==> src/rtl/apb_arb_pkg.sv <==
// Shared types and constants for the two-requester APB3 CSR arbiter.
// Latency: none (definitions only).
// Backpressure: none (definitions only).
package apb_arb_pkg;

    typedef enum logic [1:0] {
        IDLE   = 2'd0,
        SETUP  = 2'd1,
        ACCESS = 2'd2
    } state_e;

    localparam logic APB_OK    = 1'b0;
    localparam logic APB_ERROR = 1'b1;

    localparam int NUM_REQ = 2;

    // One-hot vector with only the bit of requester idx set.
    function automatic logic [NUM_REQ-1:0] owner_onehot(input logic idx);
        logic [NUM_REQ-1:0] oh;
        oh      = '0;
        oh[idx] = 1'b1;
        return oh;
    endfunction

endpackage

==> src/rtl/rr_arb2.sv <==
// Two-way round-robin grant: on a tie, the port that did not win last time wins.
// Latency: purely combinational.
// Backpressure: grant_o is zero while enable_i is low.
// Ports: valid_i[1:0] requests, last_grant_i previous winner, enable_i grant enable,
//        grant_o[1:0] one-hot grant, next_last_o winner to remember if granted.
module rr_arb2 (
    input  logic [1:0] valid_i,
    input  logic       last_grant_i,
    input  logic       enable_i,
    output logic [1:0] grant_o,
    output logic       next_last_o
);

    always_comb begin
        grant_o     = 2'b00;
        next_last_o = last_grant_i;
        if (enable_i) begin
            if (valid_i == 2'b11) begin
                grant_o = last_grant_i ? 2'b01 : 2'b10;
            end else begin
                grant_o = valid_i;
            end
        end
        if (grant_o[1]) begin
            next_last_o = 1'b1;
        end else if (grant_o[0]) begin
            next_last_o = 1'b0;
        end
    end

endmodule

==> src/rtl/apb_csr_arbiter.sv <==
// Two-requester APB3 master sharing one CSR slave, round-robin arbitration.
// Latency: 3 cycles accept->done with no wait states; +1 per wait state, abort after TIMEOUT waits.
// Backpressure: reqN_ready only in IDLE; valid may be held indefinitely while busy.
// Ports: pclk/preset_n; req0_*/req1_* command in (valid/write/addr/wdata), ready/done/rdata/err out;
//        m_psel/m_penable/m_pwrite/m_paddr/m_pwdata APB out; m_prdata/m_pready/m_pslverr APB in.
module apb_csr_arbiter
    import apb_arb_pkg::*;
#(
    parameter int unsigned TIMEOUT = 16
) (
    input  logic        pclk,
    input  logic        preset_n,

    input  logic        req0_valid,
    input  logic        req0_write,
    input  logic [31:0] req0_addr,
    input  logic [31:0] req0_wdata,
    output logic        req0_ready,
    output logic        req0_done,
    output logic [31:0] req0_rdata,
    output logic        req0_err,

    input  logic        req1_valid,
    input  logic        req1_write,
    input  logic [31:0] req1_addr,
    input  logic [31:0] req1_wdata,
    output logic        req1_ready,
    output logic        req1_done,
    output logic [31:0] req1_rdata,
    output logic        req1_err,

    output logic        m_psel,
    output logic        m_penable,
    output logic        m_pwrite,
    output logic [31:0] m_paddr,
    output logic [31:0] m_pwdata,
    input  logic [31:0] m_prdata,
    input  logic        m_pready,
    input  logic        m_pslverr
);

    localparam bit              TO_EN  = (TIMEOUT != 0);
    localparam int              CW     = (TIMEOUT > 0) ? $clog2(TIMEOUT + 1) : 1;
    localparam logic [CW-1:0]   TO_LIM = CW'(TIMEOUT);

    state_e                     state_q, state_d;
    logic                       last_grant_q;
    logic                       owner_q;
    logic                       psel_q, penable_q, pwrite_q;
    logic [31:0]                paddr_q, pwdata_q;
    logic [CW-1:0]              wait_cnt_q;
    logic [NUM_REQ-1:0]         done_q;
    logic [NUM_REQ-1:0]         err_q;
    logic [NUM_REQ-1:0][31:0]   rdata_q;

    logic [1:0]                 grant;
    logic                       next_last;
    logic                       accept;
    logic                       xfer_ok;
    logic                       timed_out;
    logic                       complete;

    rr_arb2 u_rr_arb2 (
        .valid_i      ({req1_valid, req0_valid}),
        .last_grant_i (last_grant_q),
        .enable_i     (state_q == IDLE),
        .grant_o      (grant),
        .next_last_o  (next_last)
    );

    assign accept = |grant;

    // A slave response in the same cycle as the limit is honoured rather than aborted.
    assign xfer_ok   = (state_q == ACCESS) && m_pready;
    assign timed_out = TO_EN && (state_q == ACCESS) && !m_pready && (wait_cnt_q == TO_LIM);
    assign complete  = xfer_ok || timed_out;

    always_comb begin
        state_d = state_q;
        case (state_q)
            IDLE:    if (accept)   state_d = SETUP;
            SETUP:                 state_d = ACCESS;
            ACCESS:  if (complete) state_d = IDLE;
            default:               state_d = IDLE;
        endcase
    end

    always_ff @(posedge pclk or negedge preset_n) begin
        if (!preset_n) begin
            state_q <= IDLE;
        end else begin
            state_q <= state_d;
        end
    end

    always_ff @(posedge pclk or negedge preset_n) begin
        if (!preset_n) begin
            last_grant_q <= 1'b1;
            owner_q      <= 1'b0;
            psel_q       <= 1'b0;
            penable_q    <= 1'b0;
            pwrite_q     <= 1'b0;
            paddr_q      <= '0;
            pwdata_q     <= '0;
            wait_cnt_q   <= '0;
            done_q       <= '0;
            err_q        <= {NUM_REQ{APB_OK}};
            rdata_q      <= '0;
        end else begin
            done_q <= '0;

            if (accept) begin
                owner_q      <= grant[1];
                last_grant_q <= next_last;
                paddr_q      <= grant[1] ? req1_addr  : req0_addr;
                pwdata_q     <= grant[1] ? req1_wdata : req0_wdata;
                pwrite_q     <= grant[1] ? req1_write : req0_write;
                psel_q       <= 1'b1;
            end

            if (state_q == SETUP) begin
                penable_q  <= 1'b1;
                wait_cnt_q <= '0;
            end

            if (state_q == ACCESS) begin
                if (complete) begin
                    psel_q    <= 1'b0;
                    penable_q <= 1'b0;
                end else if (TO_EN) begin
                    wait_cnt_q <= wait_cnt_q + CW'(1);
                end
            end

            // Only the owner's response registers move; an abort reports error with zero data.
            if (complete) begin
                done_q           <= owner_onehot(owner_q);
                err_q[owner_q]   <= xfer_ok ? m_pslverr : APB_ERROR;
                rdata_q[owner_q] <= (xfer_ok && !pwrite_q) ? m_prdata : 32'h0;
            end
        end
    end

    assign req0_ready = grant[0];
    assign req1_ready = grant[1];
    assign req0_done  = done_q[0];
    assign req1_done  = done_q[1];
    assign req0_rdata = rdata_q[0];
    assign req1_rdata = rdata_q[1];
    assign req0_err   = err_q[0];
    assign req1_err   = err_q[1];

    assign m_psel    = psel_q;
    assign m_penable = penable_q;
    assign m_pwrite  = pwrite_q;
    assign m_paddr   = paddr_q;
    assign m_pwdata  = pwdata_q;

endmodule

==> config.mk <==
export PLATFORM = sky130hd
export DESIGN_NAME = apb_csr_arbiter
export DESIGN_NICKNAME = d
export VERILOG_FILES = /design/src/rtl/apb_arb_pkg.sv /design/src/rtl/rr_arb2.sv /design/src/rtl/apb_csr_arbiter.sv
export SDC_FILE = /design/constraint.sdc
export NUM_CORES = 1
export LEC_CHECK = 0
export ABC_AREA = 1
export ABC_CLOCK_PERIOD_IN_PS = 1800
export BUFFER_PORTS_ARGS = -buffer_cell sky130_fd_sc_hd__buf_2
export CORE_UTILIZATION = 45
export CTS_CLUSTER_DIAMETER = 150
export DETAILED_ROUTE_END_ITERATION = 6
export PLACE_DENSITY_LB_ADDON = 0.2
export SETUP_SLACK_MARGIN = 0.05
export SLEW_MARGIN = 20
export SYNTH_ARGS = -nofsm -noshare
export SYNTH_HDL_FRONTEND = slang
export SYNTH_SLANG_ARGS = --single-unit
==> constraint.sdc <==
create_clock -name pclk -period 1.8 [get_ports pclk]
set_input_delay 0.18 -clock pclk [delete_from_list [all_inputs] [get_ports pclk]]
set_output_delay 0.18 -clock pclk [all_outputs]
set_load 0.1 [all_outputs]
==> Yosys cells after proc, flatten, opt, wreduce, memory -nomap -nowiden <==
Cells that the tools add are included.
{ "totals": {"wordCells": 64, "latchBits": 0, "out_inout_bits": 137, "mem_bits_ro": 0, "mem_count": 0, "ram_bits": 0, "inputBits": 168, "reg_bits": 144} }
{ "op_classes": {"n_div": 0, "multipliers": 0, "eq_ne": 6, "reduce_logical": 13, "bitwise_logic": 0, "mux": 29, "magnitude_cmp": 2, "n_shift": 0, "n_addsub": 1} }
{ "ops": {"columns": ["op", "n"], "rows": [
  ["32-bit two-way mux", 4],
  ["64-bit bitwise mux", 1],
  ["32-bit demux with 1-bit select", 1],
  ["5-bit two-way mux", 3],
  ["2-bit two-way mux", 6],
  ["1-bit two-way mux", 11],
  ["2-bit one-hot mux with 3 select lines", 1],
  ["5-bit by 1-bit adder with 5-bit output (second input constant)", 1],
  ["5-bit equality test (second input constant)", 1],
  ["1-bit logical AND", 5],
  ["2-bit equality test (second input constant)", 2],
  ["2-bit != test (second input constant)", 2],
  ["2-bit AND reduction", 2],
  ["2-bit bitwise mux", 1],
  ["2-bit by 1-bit equality test with 1-bit output (second input constant)", 1],
  ["1-bit zero test", 2],
  ["2-bit zero test", 1],
  ["1-bit by 2-bit < comparator with 1-bit output (second input constant)", 1],
  ["2-bit nonzero test", 1],
  ["2-bit OR reduction", 1],
  ["1-bit demux with 1-bit select", 1],
  ["1-bit greater-or-equal comparator (second input constant)", 1],
  ["1-bit logical OR", 1]
]} }

==> Depth between registers and ports, before layout <==
Gate-level depths: netlist of run 1.
{ "depth": {"depth_word": 7, "mapped_depth": 10, "ltp_nobuf": 9} }

==> By module <==
From an unflattened synthesis of run 1, not the netlist that was laid out.
{ "unflattened": {"cells_unflattened": 684, "area_unflattened_um2": 6173.4} }
{ "by_module_without_submodules": {"columns": ["mod", "area_each_um2", "seq_area_each_um2", "instances", "cells_each"], "rows": [
  ["apb_csr_arbiter", 6134.6, 3604.7, 1, 674],
  ["rr_arb2", 38.8, 0.0, 1, 10]
]} }

==> Worst setup path before layout of run 1 <==
OpenSTA, ideal clock, no wires.
{ "synth_path": {"kind": "register -> output", "startpoint": "register state_q[0]", "endpoint": "output req1_ready", "path_slack_ns": 0.029, "arrival_time_ns": 1.591, "n_path_buf": 2, "t_required_ns": 1.620, "path_stages_with_launch": 6, "cell_sequence": "dfrtp_1 > nor2_4 > nand2_2 > buf_2 > buf_2 > inv_1"} }
{ "synth_between": {"elab_chain_len": 2} }
{ "synth_rtl": {"columns": ["element", "line_no", "text"], "rows": [
  ["start, declared", "apb_csr_arbiter.sv:46", "state_e state_q, state_d;"],
  ["start signal, assigned", "apb_csr_arbiter.sv:92", "state_q <= state_d;"],
  ["2-bit zero test", "apb_csr_arbiter.sv:66", ".enable_i (state_q == IDLE),"],
  ["2-bit two-way mux", "rr_arb2.sv:17", "if (enable_i) begin"],
  ["end, declared", "apb_csr_arbiter.sv:27", "output logic req1_ready,"]
]} }
No other way between the ends.

==> Worst setup path after layout of run 1 <==
{ "layout_path": {"startpoint": "register last_grant_q", "endpoint": "output req1_ready"} }
{ "layout_between": {"elab_chain_len": 3} }
{ "layout_rtl": {"columns": ["element", "line_no", "text"], "rows": [
  ["start, declared", "apb_csr_arbiter.sv:47", "logic last_grant_q;"],
  ["start signal, assigned", "apb_csr_arbiter.sv:114", "last_grant_q <= next_last;"],
  ["2-bit two-way mux", "rr_arb2.sv:19", "grant_o = last_grant_i ? 2'b01 : 2'b10;"],
  ["2-bit two-way mux", "rr_arb2.sv:18", "if (valid_i == 2'b11) begin"],
  ["2-bit two-way mux", "rr_arb2.sv:17", null]
]} }
No other way between the ends.

==> results_dict.tcl, run 1 <==
set metrics [dict create \
    status "finished, final reports clean" \
    dieArea_um2 15900 \
    reg2reg_to "req1_rdata[31]" \
    via_per_inst 5.05 \
    dr.pass1.iters 4 \
    clk_pin_slew_ns 0.06 \
    worst_ep_arrival_time_ns 1.48 \
    critPathLaunchType "register" \
    area_growth_syn_to_layout_pct 35.3 \
    period_share_pct 92.4 \
    avgSynthCellArea_um2 8.04 \
    clk_path_buf_depth 2 \
    synth_top_area_share_pct 51.5 \
    synth_seq_cells 144 \
    r2r-start "wait_cnt_q[0]" \
    vias 6848 \
    grt_usage_pct 26.1 \
    routed_wl_mm 20.1 \
    routedWlPerCell_um 14.8 \
    grt_antenna_before_repair 0 \
    slew_viol_final 0 \
    htreeDepth 4 \
    maxCapViolations 0 \
    cp-startpoint "last_grant_q" \
    fin_nets 1324 \
    synthTopCellsByArea "dfrtp_1 51%, nand2_1 19%, nand3b_1 7.1%, nand4_1 5.9%, nand3_1 5.3%" \
    cts.sinks 144 \
    hold_depth 3 \
    drive_above_1_share_pct 32.1 \
    syn-instance-count 864 \
    yosysWarningCount 0 \
    antenna_left 0 \
    core_um2 15100 \
    fp-row-count 45 \
    grt_overflow 0 \
    synth-seq-area-share_pct 51.9 \
    hold_end "req0_rdata[15]" \
    required_ns 1.62 \
    fmax_mhz 601 \
    drc_errors 0 \
    setup_violations 0 \
    hpwl_mm 14.0 \
    finalClockSkew_ns 0.00591 \
    post-route-min-period_ns 1.66 \
    rrSetupSlack_ns 0.23 \
    drt_iter0_markers 430 \
    ff2ff_path_depth 10 \
    critical_path_class "register to primary output" \
    maxSlewHeadroom_pct 65.6 \
    post-route-util_pct 62.1 \
    cts_buffers 17 \
    dp_cells 1321 \
    tightest_slew_ns 0.520 \
    worstPathMaxFanout 9 \
    synth_top_cell_by_area "dfrtp_1" \
    die_w_um 126 \
    grt_first_pass_wirelength_mm 32.6 \
    insertion_delay_ns 0.42 \
    grt_pass1_vias 6704 \
    hold_viol_final 0 \
    start_util_pct 45.9 \
    synth_area_um2 6950 \
    die_y_um 126 \
    synth_cell_types 23 \
    io_pins 305 \
    port_buffers 304 \
    cp-end-kind "primary output" \
    synth_nets 1034 \
    final_cells 1355 \
    gp_congestion 0.862 \
    antennaDiodeCount 0 \
    grt_max_degree 66 \
    tns_ns 0 \
    holdCritPathClass "input port to register" \
    cts_tree "done" \
    min_from "m_prdata[15]" \
    cts_root_buffer "clkbuf_16" \
    grt_setup_unrepaired "no" \
]
layout make-up:
cell class / instances / area (µm²)
multi-input combinational: 572 / 2730
tap: 188 / 235
fill: 1394 / 5750
clock buffer: 19 / 433
inverter: 87 / 330
sequential: 144 / 3600
clock inverter: 13 / 184
timing repair buffer: 332 / 1880
cell usage after synthesis:
cell / count
a21oi_2: 1
buf_1: 5
buf_2: 34
buf_4: 8
clkbuf_1: 14
clkinv_1: 1
dfrtp_1: 143
dfstp_2: 1
ha_1: 2
inv_1: 84
inv_2: 2
nand2_1: 344
nand2_2: 5
nand3_1: 74
nand3_2: 1
nand3b_1: 66
nand4_1: 65
nor2_1: 6
nor2_2: 1
nor2_4: 1
o21ai_0: 4
xnor2_1: 1
xor2_1: 1
critical path: stages, from the launching register on:
cell and delay (ns):
dfstp_2 0.55, a21oi_4 0.08, nand2_4 0.14, clkinvlp_4 0.12, buf_12 0.17
metal layers:
layer	track usage, %	routed length [µm]
met1	31.1	8280
met2	44.5	9830
met3	6.71	1420
met4	11.1	535
met5	0	0
through the flow:
step	hold WS, ns	worst slack [ns]	instance area [µm²]
floorplan	-0.116	0.123	6950
global placement	0.166	0.197	8760
detailed placement	0.172	0.158	8760
CTS	0.00802	0.0372	9390
global route	0.0130	0.0630	9400
finish	0.0173	0.137	9400
cells by family (layout without fill, tap and decap cells):
| family | after synthesis | count (layout) | share of synthesized area [%] |
|---|---|---|---|
| and+or+nand+nor | 563 | 563 | 38.1 |
| buffers and inverters | 148 | 451 | 9.04 |
| DFF | 144 | 144 | 51.9 |
| xor gates and xnor gates | 2 | 2 | 0.252 |
| adders and majority gates | 2 | 2 | 0.360 |
| AOI/OAI and AO/OA | 5 | 5 | 0.414 |
worst max path at each step:
stage / end / slack [ns] / cells after the start
finish: req1_ready / 0.14 / 4
global route: req1_rdata[31] / 0.06 / 10
CTS: req0_ready / 0.04 / 4
detailed placement: m_paddr[23] / 0.16 / 6
floorplan: req1_ready / 0.12 / 5
global placement: m_pwdata[5] / 0.20 / 6
state kept, by name, summed over array words and instances, names as in the netlist, 2 cells and up:
signal      cells
m_paddr        32
err_q           2
req1_rdata     32
wait_cnt_q      5
m_pwdata       32
done_q          2
state_q         2
req0_rdata     32
what timing repair did:
item                       4_1_cts  5_1_grt
pin swaps                        0        1
gates resized for setup          1        1
cloned                           0        0
setup buffers                    0        1
hold endpoints to repair        46        0
hold buffers                     1        0
setup endpoints to repair        1        1
cell usage in the layout, fill, tap and decap left out, drive strengths merged:
master | Yosys | layout
a21oi | 1 | 1
buf | 47 | 331
bufinv | 0 | 4
clkbuf | 14 | 19
clkinv | 1 | 5
clkinvlp | 0 | 4
dfrtp | 143 | 143
dfstp | 1 | 1
dlygate4sd3 | 0 | 1
ha | 2 | 2
inv | 86 | 87
nand2 | 349 | 349
nand3 | 75 | 75
nand3b | 66 | 66
nand4 | 65 | 65
nor2 | 8 | 8
o21ai | 4 | 4
xnor2 | 1 | 1
xor2 | 1 | 1
Power of run 1 is not shown: default switching activity piles up to over one toggle a cycle in this logic, so the estimate is an artifact.
==> run 2, diff against run 1 <==
Settings changed: ABC_AREA 1 to not set.
==> run 2 against run 1 <==
  * Critical path type unchanged
  * Synthesized cell count is 29% lower
  * Non-clock buffer count is 11 higher
  * Critical path depth stayed put
  * Fmax is 10% lower
  * Sequential share of layout area is 1.4 points higher
  * Area after synthesis is 6.7% lower
  * Global-route usage is 2.8 points higher
  * Final area is 3.6% lower
  * The flow now finishes with violations (setup timing)
  * Worst hold slack better by 0.0072 ns
  * Highest routed layer unchanged
==> results_dict.tcl, run 2 <==
set metrics [dict create \
    path_cells "or3b_4 > buf_12 > nor2_4 > buf_12" \
    die_y_um 122 \
    ff2ff_path_depth 4 \
    cpMostUsedCell "buf_12" \
    port_buffers 304 \
    synthTopCellsByArea "dfrtp_1 55%, a32o_1 9.9%, a31oi_1 6.3%, nand4_1 6.3%, o21ai_0 5.2%" \
    avgSynthCellArea_um2 10.5 \
    synth-seq-area-share_pct 55.6 \
    grt_overflow 0 \
    antenna_left 0 \
    routed_wl_mm 21.2 \
    multiInputGateArea_um2 2530 \
    period_share_pct 103 \
    synth.most_common_cell "dfrtp_1" \
    whs_ns 0.0246 \
    holdCritPathClass "input port to register" \
    finalClockSkew_ns 0.0106 \
    grt_max_degree 66 \
    setup_violations 2 \
    mostFrequentLayoutCells "301 x buf_2, 142 x dfrtp_1, 68 x o21ai_0" \
    final_common_cell "buf_2" \
    setup_slack_ns -0.0500 \
    synth_area_um2 6490 \
    rrSetupSlack_ns 0.12 \
    synthArstFlopShare_pct 100 \
    worst_ep_arrival_time_ns 1.67 \
    ys.flop_type "dfrtp_1" \
    cts_buffers 17 \
    critPathLaunchType "register" \
    syn-instance-count 617 \
    synth_nets 787 \
    hpwl_mm 14.4 \
    critical_path_class "register to primary output" \
    dr.pass1.iters 5 \
    maxCapViolations 0 \
    start_util_pct 46.4 \
    gp_congestion 0.901 \
    cp_slowest_cell "or3b_4" \
    critical_path.top_delay_family "simple AND/OR/NAND/NOR gates" \
    grt_pass1_vias 6535 \
    drive_above_1_share_pct 42.9 \
    drc_errors 0 \
    clk_pin_slew_ns 0.06 \
    fin_nets 1068 \
    hold_end "req0_rdata[31]" \
    grt_antenna_before_repair 1 \
    post-route-min-period_ns 1.85 \
    cp-end-kind "primary output" \
    reg2reg_to "m_pwdata[28]" \
    yosysWarningCount 0 \
    drt_iter0_markers 527 \
    cts_tree "done" \
    r2r-start "state_q[1]" \
    min_from "m_prdata[31]" \
    synth_top_cell_by_area "dfrtp_1" \
    fmax_mhz 541 \
    io_pins 305 \
    violations "setup timing" \
    cts.sinks 144 \
    tightest_slew_ns 0.636 \
    routedWlPerCell_um 19.4 \
    cts_root_buffer "clkbuf_16" \
    htreeDepth 4 \
    synth_top_area_share_pct 55.2 \
    grt_setup_unrepaired "yes" \
    grt_usage_pct 28.9 \
    hold_viol_final 0 \
    synth_edf_count 0 \
    slew_viol_final 0 \
    maxSlewHeadroom_pct 57.6 \
    synthTopCellsByCount "143 x dfrtp_1, 68 x o21ai_0, 66 x nor3_1" \
    dieArea_um2 14900 \
    dp_slack_ns 0.0770 \
    synth_seq_cells 144 \
    fp-row-count 43 \
    clk_path_buf_depth 2 \
    vias 6739 \
    seq_area_um2 3610 \
    n_fill_cell 1143 \
    worstPathMaxFanout 3 \
    insertion_delay_ns 0.42 \
    die_w_um 122 \
    via_per_inst 6.17 \
    required_ns 1.62 \
    status "finished with violations" \
    grt_first_pass_wirelength_mm 33.2 \
    core_um2 14000 \
    hold_depth 2 \
    critPathBufInv 2 \
    area_growth_syn_to_layout_pct 39.7 \
    synth_cell_types 41 \
    slowest_delay_ns 0.42 \
]
==> run 2: changes by cell type after synthesis, sizes merged, moves of 65 or more <==
cell	delta
nand2	-340
a31oi	+65
o21ai	+68
inv	-75
nand3	-74
nor3	+66
==> run 2: worst max path at each step <==
stage / startpoint / cells past startpoint / slack [ns] / end
after CTS: state_q[1] / 4 / -0.08 / req0_ready
after detailed placement: last_grant_q / 4 / 0.08 / m_paddr[17]
final: state_q[1] / 4 / -0.05 / req0_ready
after global routing: state_q[1] / 4 / -0.10 / req1_ready
after floorplan: last_grant_q / 5 / -0.01 / m_psel
after global placement: last_grant_q / 4 / 0.15 / m_pwdata[24]
==> run 2: final cells by class <==
type | count | share of cell area, %
well taps | 180 | 2.49
diodes | 1 | 0.0276
flip-flops and latches | 144 | 39.8
clock buffers | 18 | 4.74
repair buffers | 343 | 21.9
multi-input cells | 381 | 28.0
clock inverters | 14 | 2.62
inverters | 11 | 0.497
==> run 2: cells by family (layout without fill, tap and decap cells) <==
logic type	Yosys count	after routing	synth area share [%]
AOI/OAI and AO/OA	213	213	23.3
and+or+nand+nor	165	165	14.6
DFF	144	144	55.6
buffers and inverters	92	386	5.94
adders and majority gates	2	2	0.386
muxes	1	1	0.174
other	0	1	0
==> run 2: timing repair <==
| action | in CTS | in global routing |
|---|---|---|
| endpoints found under the setup margin | 2 | 58 |
| hold buffers | 1 | 0 |
| buffers inserted | 3 | 2 |
| cloned | 0 | 0 |
| hold endpoints to repair | 49 | 0 |
| resized for setup | 5 | 1 |
| pin swaps | 2 | 2 |
==> run 2: routing by layer <==
metal | up-vias | share of wire, % | wire, µm | track usage (%)
met5 | - | 0 | 0 | 0
met4 | 0 | 3.5 | 739 | 14.6
met3 | 56 | 9.3 | 1980 | 7.02
met2 | 414 | 49 | 10300 | 47.5
met1 | 3269 | 39 | 8180 | 35.3
li1 | 3000 | - | - | -
==> run 2: worst reg2reg max path, stage by stage, from the launching register on <==
cell and delay, ns:
dfrtp_1 0.39, or3b_4 0.42, buf_4 0.28, o21ai_0 0.31, a31oi_1 0.13
==> run 2: per-stage QoR <==
step / instance area, µm² / setup TNS [ns] / instances / util, %
4_1_cts: 9040 / -0.137 / 1089 / 64.6
3_5_place_dp: 8320 / 0 / 1053 / 59.5
6_report: 9060 / -0.0884 / 1092 / 64.8
5_1_grt: 9060 / -0.207 / 1092 / 64.8
3_3_place_gp: 8320 / 0 / 1053 / 59.5
2_1_floorplan: 6510 / -0.0142 / 617 / -
Power of run 2 is left out for the same reason.
==> run 3, diff against run 2 <==
Settings changed: CORE_MARGIN set to 10.
==> run 3 against run 2 <==
  * The run still ends with setup timing left
  * Critical path depth unchanged
  * Highest routed layer is now met5
  * Non-clock buffer count fell by 3
  * Setup slack better by 0.0085 ns
  * Register-to-register slack worse by 0.05 ns
==> results_dict.tcl, run 3 (same netlist as run 2, synthesis figures left out) <==
set metrics [dict create \
    setup_violations 2 \
    grt_overflow 0 \
    grt_setup_unrepaired "yes" \
    grt_max_degree 66 \
    final_common_cell "buf_2" \
    cts_root_buffer "clkbuf_16" \
    htreeDepth 4 \
    grt_first_pass_wirelength_mm 38.3 \
    dieArea_um2 19600 \
    tightest_slew_ns 0.741 \
    hpwl_mm 17.5 \
    maxSlewHeadroom_pct 50.6 \
    cts_tree "done" \
    holdCritPathClass "input port to register" \
    clk_path_buf_depth 2 \
    whs_ns 0.0169 \
    critPathLaunchType "register" \
    post-route-util_pct 63.9 \
    area_growth_syn_to_layout_pct 37.8 \
    antenna_left 0 \
    port_buffers 304 \
    die_y_um 140 \
    violations "setup timing" \
    vias 6780 \
    maxCapViolations 0 \
    start_util_pct 46.4 \
    worstPathMaxFanout 3 \
    fp-row-count 43 \
    worst_ep_arrival_time_ns 1.66 \
    hold_viol_final 0 \
    insertion_delay_ns 0.42 \
    cts.sinks 144 \
    drc_errors 0 \
    fmax_mhz 543 \
    seq_area_um2 3610 \
    critical_path_class "register to primary output" \
    status "finished with violations" \
    slew_viol_final 0 \
    clk_pin_slew_ns 0.06 \
    drive_above_1_share_pct 42.7 \
    multiInputGateArea_um2 2530 \
    die_w_um 140 \
    gp_congestion 0.832 \
    cp-end-kind "primary output" \
    setup_slack_ns -0.0416 \
    grt_usage_pct 24.0 \
    via_per_inst 6.23 \
    cts_buffers 17 \
    grt_antenna_before_repair 2 \
    n_fill_cell 1164 \
    dr.pass1.iters 5 \
    io_pins 305 \
    routedWlPerCell_um 22.6 \
    tns_ns -0.0787 \
    required_ns 1.62 \
    post-route-min-period_ns 1.84 \
    mostFrequentLayoutCells "301 x buf_2, 142 x dfrtp_1, 68 x o21ai_0" \
    dp_slack_ns 0.132 \
    routed_wl_mm 24.7 \
    drt_iter0_markers 506 \
    period_share_pct 102 \
    finalClockSkew_ns 0.00868 \
    core_um2 14000 \
    grt_pass1_vias 7105 \
    fin_nets 1065 \
]
## run 3: cell types whose count changed in the layout (fill, tap and decap cells not counted)
cell | before | now
clkbuf_8 | 0 | 1
clkinv_2 | 3 | 4
buf_4 | 27 | 26
buf_6 | 2 | 1
buf_12 | 12 | 11
bufinv_16 | 6 | 2
clkinvlp_4 | 2 | 4
## run 3: path summary, 6_finish.rpt
check	start	to	slack [ns]	depth (start not counted)
setup / recovery	state_q[0]	req0_ready	-0.04	4
hold / removal	m_prdata[26]	req1_rdata[26]	0.02	2
setup reg to reg	last_grant_q	m_pwdata[20]	0.07	4
hold reg to reg	req0_rdata[9]	req0_rdata[9]	0.49	1
max in group asynchronous	preset_n	req1_rdata[5]	0.98	3
min in group asynchronous	preset_n	req1_rdata[23]	0.22	2
## run 3: metal layers
metal	vias up	track usage [%]	share of wire, %
met2	429	37.9	48
met4	2	10.9	3.1
met1	3308	28.3	38
li1	2982	-	-
met3	59	9.20	11
met5	-	0	0.053
## run 3: critical path, cell delays in order (launching register included)
cell	delay [ns]
dfrtp_1	0.39
or3b_4	0.42
buf_12	0.14
nor2_4	0.11
buf_12	0.18
## run 3: timing repair
item | in CTS | in global routing
endpoints found under the hold margin | 30 | 0
buffers inserted | 3 | 1
resized for setup | 5 | 0
pin swaps | 2 | 2
setup endpoints to repair | 2 | 13
hold buffers | 1 | 0
## run 3: metrics by stage
step                std cells  cell area (µm²)
floorplan                 617             6510
global placement         1051             8300
CTS                      1087             8930
global route             1089             8940
detailed placement       1051             8300
finish                   1089             8940
## run 3: final cells by class
class                           count  share of cell area (%)
Clock inverter                     13                    1.54
Inverter                           11                   0.504
Sequential cell                   144                    40.3
Multi-Input combinational cell    381                    28.4
Clock buffer                       19                    4.96
Timing Repair Buffer              340                    21.7
Tap cell                          180                    2.52
Antenna cell                        1                  0.0280
Power of run 3 is left out for the same reason.
